File: src/rtl/uart_pkg.sv
// Shared definitions for the UART transmit streaming path.
package uart_pkg;

  localparam int ADDR_W_DEF = 16;

  typedef enum logic [2:0] {
    S_IDLE    = 3'd0,
    S_FETCH   = 3'd1,
    S_MEMWAIT = 3'd2,
    S_SEND    = 3'd3,
    S_ACK     = 3'd4,
    S_LINE    = 3'd5,
    S_FINISH  = 3'd6
  } state_e;

endpackage

File: src/rtl/uart_tx_streamer.sv
// Streams a block of bytes from memory into the UART transmitter, prefetching
// the next byte while the current one is on the line.
module uart_tx_streamer
  import uart_pkg::*;
#(
  parameter int ADDR_W  = ADDR_W_DEF,
  parameter int MEM_LAT = 1
) (
  input  logic              clk_50m,
  input  logic              rst_n,
  input  logic              start,
  input  logic              abort,
  input  logic [ADDR_W-1:0] base_addr,
  input  logic [ADDR_W:0]   length,
  output logic [ADDR_W-1:0] mem_addr,
  output logic              mem_rd,
  input  logic [7:0]        mem_dout,
  output logic [7:0]        tx_data,
  output logic              tx_wr,
  input  logic              tx_busy,
  output logic              busy,
  output logic              done,
  output logic [ADDR_W:0]   bytes_sent
);

  state_e              state_q, state_d;
  logic [ADDR_W-1:0]   addr_q, addr_d;
  logic [ADDR_W:0]     len_q, len_d;
  logic [ADDR_W:0]     remain_q, remain_d;
  logic [ADDR_W:0]     sent_q, sent_d;
  logic [ADDR_W:0]     sent_inc;
  logic [7:0]          pf_data_q, pf_data_d;
  logic                pf_full_q, pf_full_d;
  logic [7:0]          tx_data_q, tx_data_d;
  logic                ack_first_q, ack_first_d;
  logic [MEM_LAT-1:0]  rd_pipe_q, rd_pipe_d;

  always_comb begin
    // NOTE: every signal written here gets a default first, so no path can leave one unassigned and infer a latch.
    state_d     = state_q;
    addr_d      = addr_q;
    len_d       = len_q;
    remain_d    = remain_q;
    sent_d      = sent_q;
    pf_data_d   = pf_data_q;
    pf_full_d   = pf_full_q;
    tx_data_d   = tx_data_q;
    ack_first_d = 1'b0;
    mem_rd      = 1'b0;
    tx_wr       = 1'b0;
    sent_inc    = sent_q + (ADDR_W+1)'(1);

    unique case (state_q)
      S_IDLE: begin
        if (start && !abort) begin
          addr_d    = base_addr;
          len_d     = length;
          remain_d  = length;
          sent_d    = '0;
          pf_full_d = 1'b0;
          state_d   = (length == '0) ? S_FINISH : S_FETCH;
        end
      end
      S_FETCH: begin
        mem_rd  = 1'b1;
        state_d = S_MEMWAIT;
      end
      S_MEMWAIT: begin
        if (pf_full_q && !tx_busy) state_d = S_SEND;
      end
      S_SEND: begin
        tx_wr       = 1'b1;
        ack_first_d = 1'b1;
        state_d     = S_ACK;
      end
      S_ACK: begin
        // Prefetch the next byte while this one is being shifted out.
        if (ack_first_q && remain_q != '0) mem_rd = 1'b1;
        if (tx_busy) state_d = S_LINE;
      end
      S_LINE: begin
        if (!tx_busy) begin
          sent_d = sent_inc;
          if (sent_inc == len_q) state_d = S_FINISH;
          else if (pf_full_q)    state_d = S_SEND;
          else                   state_d = S_MEMWAIT;
        end
      end
      S_FINISH: state_d = S_IDLE;
      default:  state_d = S_IDLE;
    endcase

    if (mem_rd) begin
      addr_d   = addr_q + ADDR_W'(1);
      remain_d = remain_q - (ADDR_W+1)'(1);
    end

    if (rd_pipe_q[MEM_LAT-1]) begin
      pf_data_d = mem_dout;
      pf_full_d = 1'b1;
    end

    // Load tx_data on entry to SEND so it is already valid alongside tx_wr.
    if (state_d == S_SEND && state_q != S_SEND) begin
      tx_data_d = pf_data_q;
      pf_full_d = 1'b0;
    end

    if (abort && state_q != S_IDLE) begin
      state_d   = S_IDLE;
      mem_rd    = 1'b0;
      tx_wr     = 1'b0;
      pf_full_d = 1'b0;
    end

    // Reads still in flight are dropped whenever the stream ends.
    rd_pipe_d = (state_d == S_IDLE) ? '0 : ((rd_pipe_q << 1) | MEM_LAT'(mem_rd));
  end

  always_ff @(posedge clk_50m) begin
    // NOTE: sequential state uses non-blocking assignments so every flop samples pre-edge values.
    if (!rst_n) begin
      state_q     <= S_IDLE;
      addr_q      <= '0;
      len_q       <= '0;
      remain_q    <= '0;
      sent_q      <= '0;
      // NOTE: the prefetch data register is reset too; it is a single byte, not a memory array.
      pf_data_q   <= '0;
      pf_full_q   <= 1'b0;
      tx_data_q   <= '0;
      ack_first_q <= 1'b0;
      rd_pipe_q   <= '0;
    end else begin
      state_q     <= state_d;
      addr_q      <= addr_d;
      len_q       <= len_d;
      remain_q    <= remain_d;
      sent_q      <= sent_d;
      pf_data_q   <= pf_data_d;
      pf_full_q   <= pf_full_d;
      tx_data_q   <= tx_data_d;
      ack_first_q <= ack_first_d;
      rd_pipe_q   <= rd_pipe_d;
    end
  end

  assign mem_addr   = addr_q;
  assign tx_data    = tx_data_q;
  assign bytes_sent = sent_q;
  assign busy       = (state_q != S_IDLE) && (state_q != S_FINISH);
  assign done       = (state_q == S_FINISH);

endmodule
File: config.mk
export PLATFORM = sky130hd
export DESIGN_NAME = uart_tx_streamer
export DESIGN_NICKNAME = d
export VERILOG_FILES = /design/src/rtl/uart_pkg.sv /design/src/rtl/uart_tx_streamer.sv
export SDC_FILE = /design/constraint.sdc
export NUM_CORES = 1
export LEC_CHECK = 0
export BUFFER_PORTS_ARGS = -buffer_cell sky130_fd_sc_hd__clkbuf_2
export CAP_MARGIN = 20
export CELL_PAD_IN_SITES_DETAIL_PLACEMENT = 2
export CELL_PAD_IN_SITES_GLOBAL_PLACEMENT = 2
export CORE_MARGIN = 10
export CORE_UTILIZATION = 32
export CTS_CLUSTER_SIZE = 10
export DETAILED_ROUTE_END_ITERATION = 16
export GPL_ROUTABILITY_DRIVEN = 0
export PLACE_DENSITY = 0.87
export SETUP_SLACK_MARGIN = 0.5
export SLEW_MARGIN = 20
export SYNTH_ARGS = -nofsm -noshare
export SYNTH_HDL_FRONTEND = slang
export SYNTH_SLANG_ARGS = --single-unit
File: constraint.sdc
create_clock -name clk_50m -period 3.36 [get_ports clk_50m]
set_clock_uncertainty 0.05 [all_clocks]
set_input_delay 0.504 -clock clk_50m [delete_from_list [all_inputs] [get_ports clk_50m]]
set_output_delay 0.504 -clock clk_50m [all_outputs]
set_load 0.005 [all_outputs]
==> results of run 1 <==
## state kept, by name, indices dropped and copies added (netlist names), 3 cells and up
name        count
len_q          17
remain_q       17
mem_addr       16
tx_data         8
pf_data_q       8
bytes_sent     17
state_q         3
## layout make-up
type | count | area [sq um] | share of cell area (%)
sequential | 89 | 1792 | 30.59
multi-input combinational | 460 | 2818 | 48.10
timing repair buffer | 114 | 646.9 | 11.04
tap | 184 | 230.2 | 3.930
clock inverter | 5 | 102.6 | 1.751
clock buffer | 11 | 242.7 | 4.144
inverter | 7 | 26.28 | 0.4485
## path summary, 6_finish.rpt
path	cells after the start	startpoint	to	slack [ps]
min	3	mem_dout[2]	pf_data_q[2]$_SDFFE_PN0P_	340
max reg2reg	9	state_q[2]$_SDFF_PN0_	tx_data[3]$_SDFFE_PN0P_	550
max	9	state_q[2]$_SDFF_PN0_	tx_data[3]$_SDFFE_PN0P_	550
min reg2reg	2	pf_data_q[0]$_SDFFE_PN0P_	tx_data[0]$_SDFFE_PN0P_	430
## timing repair
action	CTS	global route
buffers inserted	5	2
gates resized for setup	9	14
endpoints found under the setup margin	19	17
cloned	0	1
hold endpoints to repair	0	0
pin swaps	5	4
hold buffers	0	0
## routing by layer
layer / global-route usage, % / vias up
li1: - / 2326
met1: 20.44 / 2504
met2: 34.55 / 130
met3: 4.907 / 41
met4: 7.208 / 0
met5: 0 / -
## worst max-delay path: stages (launching register included)
cell and delay, ps:
dfxtp_1 380, or2_1 350, or4b_1 600, buf_6 240, o211ai_1 270, nor4_2 70, buf_4 160, nor3_2 150
clkbuf_4 240, mux2i_1 230
## cell families (layout without fill, tap and decap cells)
kind of cell / Yosys count / count (layout) / share of synthesized area [%]
mux: 19 / 19 / 4.043
simple gates: 259 / 259 / 27.40
flops: 89 / 89 / 37.63
xor+xnor: 27 / 27 / 4.995
buf+inv: 48 / 137 / 4.387
compound gates: 152 / 152 / 20.75
fa+ha+maj: 3 / 3 / 0.7929
## report_power, final
group / internal (mW) / switching, mW
registers: 1.10 / 0.0597
logic: 0.156 / 0.256
clock network: 0.747 / 0.452
## placed cells by master (no fill, tap or decap), types with 4 or more instances in the layout
| master | count |
|---|---|
| nand2_1 | 91 |
| clkbuf_2 | 90 |
| dfxtp_1 | 83 |
| nor2_1 | 59 |
| a21oi_1 | 53 |
| o21ai_0 | 22 |
| buf_4 | 21 |
| xnor2_1 | 17 |
| mux2i_1 | 17 |
| nor3_1 | 16 |
| o21ai_1 | 15 |
| a31oi_1 | 13 |
| nor4_1 | 12 |
| nand3_1 | 12 |
| nand3b_1 | 10 |
| xor2_1 | 10 |
| nand4_1 | 9 |
| clkbuf_16 | 9 |
| and3_1 | 7 |
| inv_1 | 6 |
| a22oi_1 | 6 |
| a221oi_1 | 6 |
| or3_1 | 5 |
| o211ai_1 | 5 |
| nor4_2 | 5 |
| dfxtp_2 | 5 |
| nor3b_1 | 4 |
| o311ai_0 | 4 |
| o21a_1 | 4 |
## cells in the mapped netlist (4+ instances only)
| master | n | area, sq um |
|---|---|---|
| a21oi_1 | 54 | 270.3 |
| a221oi_1 | 6 | 52.55 |
| a22oi_1 | 6 | 45.04 |
| a31oi_1 | 13 | 81.33 |
| and3_1 | 7 | 43.79 |
| buf_2 | 10 | 50.05 |
| clkbuf_1 | 27 | 101.4 |
| dfxtp_1 | 89 | 1782 |
| inv_1 | 6 | 22.52 |
| mux2i_1 | 18 | 180.2 |
| nand2_1 | 91 | 341.6 |
| nand3_1 | 13 | 65.06 |
| nand3b_1 | 10 | 75.07 |
| nand4_1 | 9 | 56.30 |
| nor2_1 | 59 | 221.5 |
| nor3_1 | 17 | 85.08 |
| nor3b_1 | 5 | 37.54 |
| nor4_1 | 15 | 93.84 |
| o211ai_1 | 5 | 37.54 |
| o21a_1 | 4 | 30.03 |
| o21ai_0 | 22 | 110.1 |
| o21ai_1 | 15 | 75.07 |
| o311ai_0 | 4 | 35.03 |
| or3_1 | 5 | 31.28 |
| or4_1 | 4 | 30.03 |
| xnor2_1 | 17 | 148.9 |
| xor2_1 | 10 | 87.58 |
## through the flow
step                area (sq um)  hold WS (ps)
detailed placement          5375         413.8
finish                      5858         337.6
global route                5858         341.3
floorplan                   4735         387.3
CTS                         5793         331.7
global placement            5375         395.0
==> impl_metrics.csv, run 1 <==
group,metric,value,unit
placement,place_ws,118.8,ps
routing,drtIter0Drc,270,
routing,avgRoutedWirePerCell,22.79,um
timing,grt_setup_unrepaired,"yes",
floorplan,die_h,141.6,um
critical_path,start_kind,"flop",
floorplan,dieArea,20060,sq um
layout,syn_to_final_growth,23.73,%
power_and_ir_drop,powerDensity,472.9,nW/um^2
power_and_ir_drop,finalPower,2.770,mW
routing,wl_met2,10.41,mm
logic_synthesis,async_flop_share,0,%
routing,via_per_inst,5.748,
floorplan,core,14530,sq um
timing,worst_pin_slew,996.6,ps
routing,vias,5001,
clock_tree,cts_tree,"done",
grt,grt_pass1_vias,5637,
timing,finalSetupViolCount,0,
run,maxCapViolations,0,
clock_tree,insertion_delay,360,ps
layout,antennaDiodeCount,0,
timing,finalCritPeriodShare,83.65,%
clock_tree,cts.path.max_buffers,2,
timing,totalNegativeSetupSlack,0,ps
logic_synthesis,yosysSeqAreaShare,37.63,%
layout,fillCellCount,1667,
grt,grt_use_total,18.97,%
floorplan,std_cell_rows,44,
grt,grt_overflow,0,
grt,grt_pass1_wl,30.71,mm
routing,drt_first_pass_iters,4,
routing,wl_met3,948,um
outcome,status,"completed",
placement,placed_cells,846,
clock_tree,cts_buffers,9,
logic_synthesis,ys_ff_latch,89,
logic_synthesis,avgSynthCellArea,7.931,sq um
layout,drive_above_1_share,23.18,%
routing,drcViolationCount,0,
floorplan,io_pins,91,
layout,finish.utilization,40.31,%
logic_synthesis,synthFlopType,"dfxtp_1",
grt,antenna_found_initial,0,
timing,drv_slew,0,
floorplan,initial_utilization,32.58,%
routing,drt-met1-wl,7.894,mm
timing,fmax,0.3558,GHz
power_and_ir_drop,ir_worst_vdd,0.2620,mV
clock_tree,htreeDepth,3,
logic_synthesis,synthDistinctLibCells,63,
logic_synthesis,synth_nets,646,
critical_path,worstPathRequired,3590,ps
logic_synthesis,netlist_area,4735,sq um
logic_synthesis,synth_cells,597,
routing,top_layer_used,"met4",
clock_tree,clk_pin_slew,70,ps
critical_path,cp_max_fo,32,
timing,relSlewSlack,33.32,%
floorplan,die_w,141.6,um
timing,fin_ws,549.2,ps
clock_tree,clkSinkCount,89,
timing,hold_viol,0,
clock_tree,root_buffer,"clkbuf_16",
placement,place_hpwl,13.63,mm
timing,fin_crit,2811,ps
critical_path,crit_path_end_kind,"flop",
layout,fin_cells,870,
layout,final_nets,730,
power_and_ir_drop,power.leakage,2.203,nW
critical_path,path_class,"flop to flop",
routing,postRouteAntennaNets,0,
grt,grt_max_degree,42,
critical_path,arrival,3040,ps
placement,port_buffers,90,
min_path,hold_path_class,"input port to flop",
routing,wl,19.83,mm
logic_synthesis,synth_edf_count,0,
logic_synthesis,yosysWarnings,0,
Note: power is estimated with default switching activity, not from simulation.
==> inputs of run 2 (changes only) <==
- CORE_UTILIZATION: 32 -> 29
- PLACE_DENSITY: 0.87 -> 0.83
- clock period: 3.36 -> 2.47 ns (I/O delays scaled with it)
==> impl_metrics.csv, run 2 (same netlist as run 1, synthesis figures left out) <==
group,metric,value,unit
floorplan,die_w,147.8,um
critical_path,crit_top_cell,"buf_4",
timing,fmax,0.3415,GHz
timing,finalSetupViolCount,39,
routing,drcViolationCount,0,
outcome,status,"finished, violations left",
clock_tree,htreeDepth,3,
layout,final_nets,832,
floorplan,std_cell_rows,46,
critical_path,ff2ff_path_depth,10,
grt,grt_pass1_wl,40.48,mm
critical_path,crit_buf_inv,3,
critical_path,cpLargestDelayFamily,"simple AND/OR/NAND/NOR gates",
clock_tree,root_buffer,"clkbuf_16",
grt,grt_use_total,23.89,%
timing,fin_ws,-457.9,ps
power_and_ir_drop,power.leakage,3.008,nW
floorplan,core,15940,sq um
layout,register_area,1815,sq um
placement,place_ws,-152.7,ps
grt,grt_overflow,0,
critical_path,arrival,3140,ps
layout,final_common_cell,"clkbuf_2",
min_path,hold_path_class,"input port to flop",
clock_tree,insertion_delay,380,ps
routing,via_per_inst,6.012,
clock_tree,hold_buffers,0,
critical_path,worstPathRequired,2690,ps
critical_path,cp_max_fo,5,
timing,totalNegativeSetupSlack,-6545,ps
critical_path,path_class,"flop to flop",
min_path,holdPathStages,3,
timing,drv_slew,0,
clock_tree,cts_buffers,9,
placement,port_buffers,90,
routing,wl,31.63,mm
floorplan,die_h,147.8,um
layout,multi_input_area,3625,sq um
placement,place_hpwl,14.69,mm
power_and_ir_drop,finalPower,4.263,mW
layout,syn_to_final_growth,65.75,%
power_and_ir_drop,powerDensity,543.2,nW/um^2
routing,avgRoutedWirePerCell,31.51,um
timing,worst_pin_slew,882.6,ps
floorplan,initial_utilization,29.70,%
power_and_ir_drop,ir_worst_vdd,0.3880,mV
clock_tree,clk_pin_slew,70,ps
layout,fillCellCount,1704,
clock_tree,cts.path.max_buffers,2,
timing,relSlewSlack,40.70,%
layout,finish.utilization,49.22,%
routing,drtIter0Drc,406,
run,maxCapViolations,0,
layout,drive_above_1_share,49.62,%
floorplan,dieArea,21840,sq um
critical_path,cp_cell_sequence,"nand4_1 > buf_4 > buf_4 > nor4_2 > o2bb2ai_1 > o211ai_1 > nor4_4 > nor3_4 > buf_6 > mux2i_1",
grt,antenna_found_initial,0,
critical_path,crit_path_end_kind,"flop",
clock_tree,clkSinkCount,89,
timing,finalCritPeriodShare,118.5,%
critical_path,start_kind,"flop",
critical_path,crit_cells,10,
critical_path,slowest_stage,"dfxtp_1",
outcome,violations,"setup timing",
layout,antennaDiodeCount,0,
timing,fin_crit,2928,ps
timing,hold_viol,0,
timing,grt_setup_unrepaired,"yes",
floorplan,io_pins,91,
grt,grt_max_degree,50,
critical_path,max_stage_delay,500,ps
routing,postRouteAntennaNets,0,
routing,drt_first_pass_iters,5,
routing,vias,6036,
clock_tree,cts_tree,"done",
layout,most-common-layout-cells,"clkbuf_2, buf_4, nand2_1, dfxtp_1, nor2_1",
grt,grt_pass1_vias,6491,
[run 2: cell types whose count changed in the layout (fill, tap and decap cells not counted), moves of 12 or more]
cell and delta:
buf_6 +26, nand2_1 -16, dfxtp_1 -13, a21oi_1 -21
o21ai_1 -12, a21oi_2 +19, o21ai_2 +16, buf_4 +55
[run 2: what timing repair did]
action | 4_1_cts | 5_1_grt
endpoints found under the setup margin | 64 | 69
buffers inserted | 27 | 29
pin swaps | 70 | 49
cloned | 7 | 3
resized for setup | 140 | 92
[run 2: cell type report]
cell class | count | area share (%)
multi-input cells | 461 | 46.19
flip-flops and latches | 89 | 23.13
repair buffers | 215 | 23.01
well taps | 216 | 3.444
clock buffers | 10 | 3.045
clock inverters | 6 | 0.8450
inverters | 7 | 0.3348
[run 2: path summary, 6_finish.rpt]
| kind | from | end | slack [ps] |
|---|---|---|---|
| hold / removal | base_addr[6] | mem_addr[6]$_SDFFE_PN0P_ | 190 |
| hold reg to reg | pf_data_q[2]$_SDFFE_PN0P_ | tx_data[2]$_SDFFE_PN0P_ | 440 |
| setup reg to reg | bytes_sent[3]$_SDFFE_PN0P_ | tx_data[1]$_SDFFE_PN0P_ | -460 |
| setup / recovery | bytes_sent[3]$_SDFFE_PN0P_ | tx_data[1]$_SDFFE_PN0P_ | -460 |
[run 2: per-stage QoR]
step	instance area, sq um	hold slack (ps)	cells
after floorplan	4903	375.3	597
final	7848	193.2	1004
after global routing	7848	194.2	1004
after global placement	5874	393.3	922
after CTS	7182	183.9	972
after detailed placement	5874	409.7	922
[run 2: power by group]
group / total (mW) / switching (mW) / leakage, nW / internal, mW
registers: 1.61 / 0.119 / 0.733 / 1.50
clock network: 1.52 / 0.704 / 0.141 / 0.816
logic: 1.13 / 0.630 / 2.13 / 0.497
[run 2: worst reg2reg max path: cells and delay by family (launching register included)]
kind | cells | cell delay, ps
flops | 1 | 500
simple gates | 4 | 1030
compound gates | 2 | 530
buf+inv | 3 | 500
mux | 1 | 210
[run 2: routing by layer]
metal	track usage [%]	routed length [um]
met1	25.06	11570
met2	44.68	16440
met3	4.457	1413
met4	11.55	2208
met5	0	0
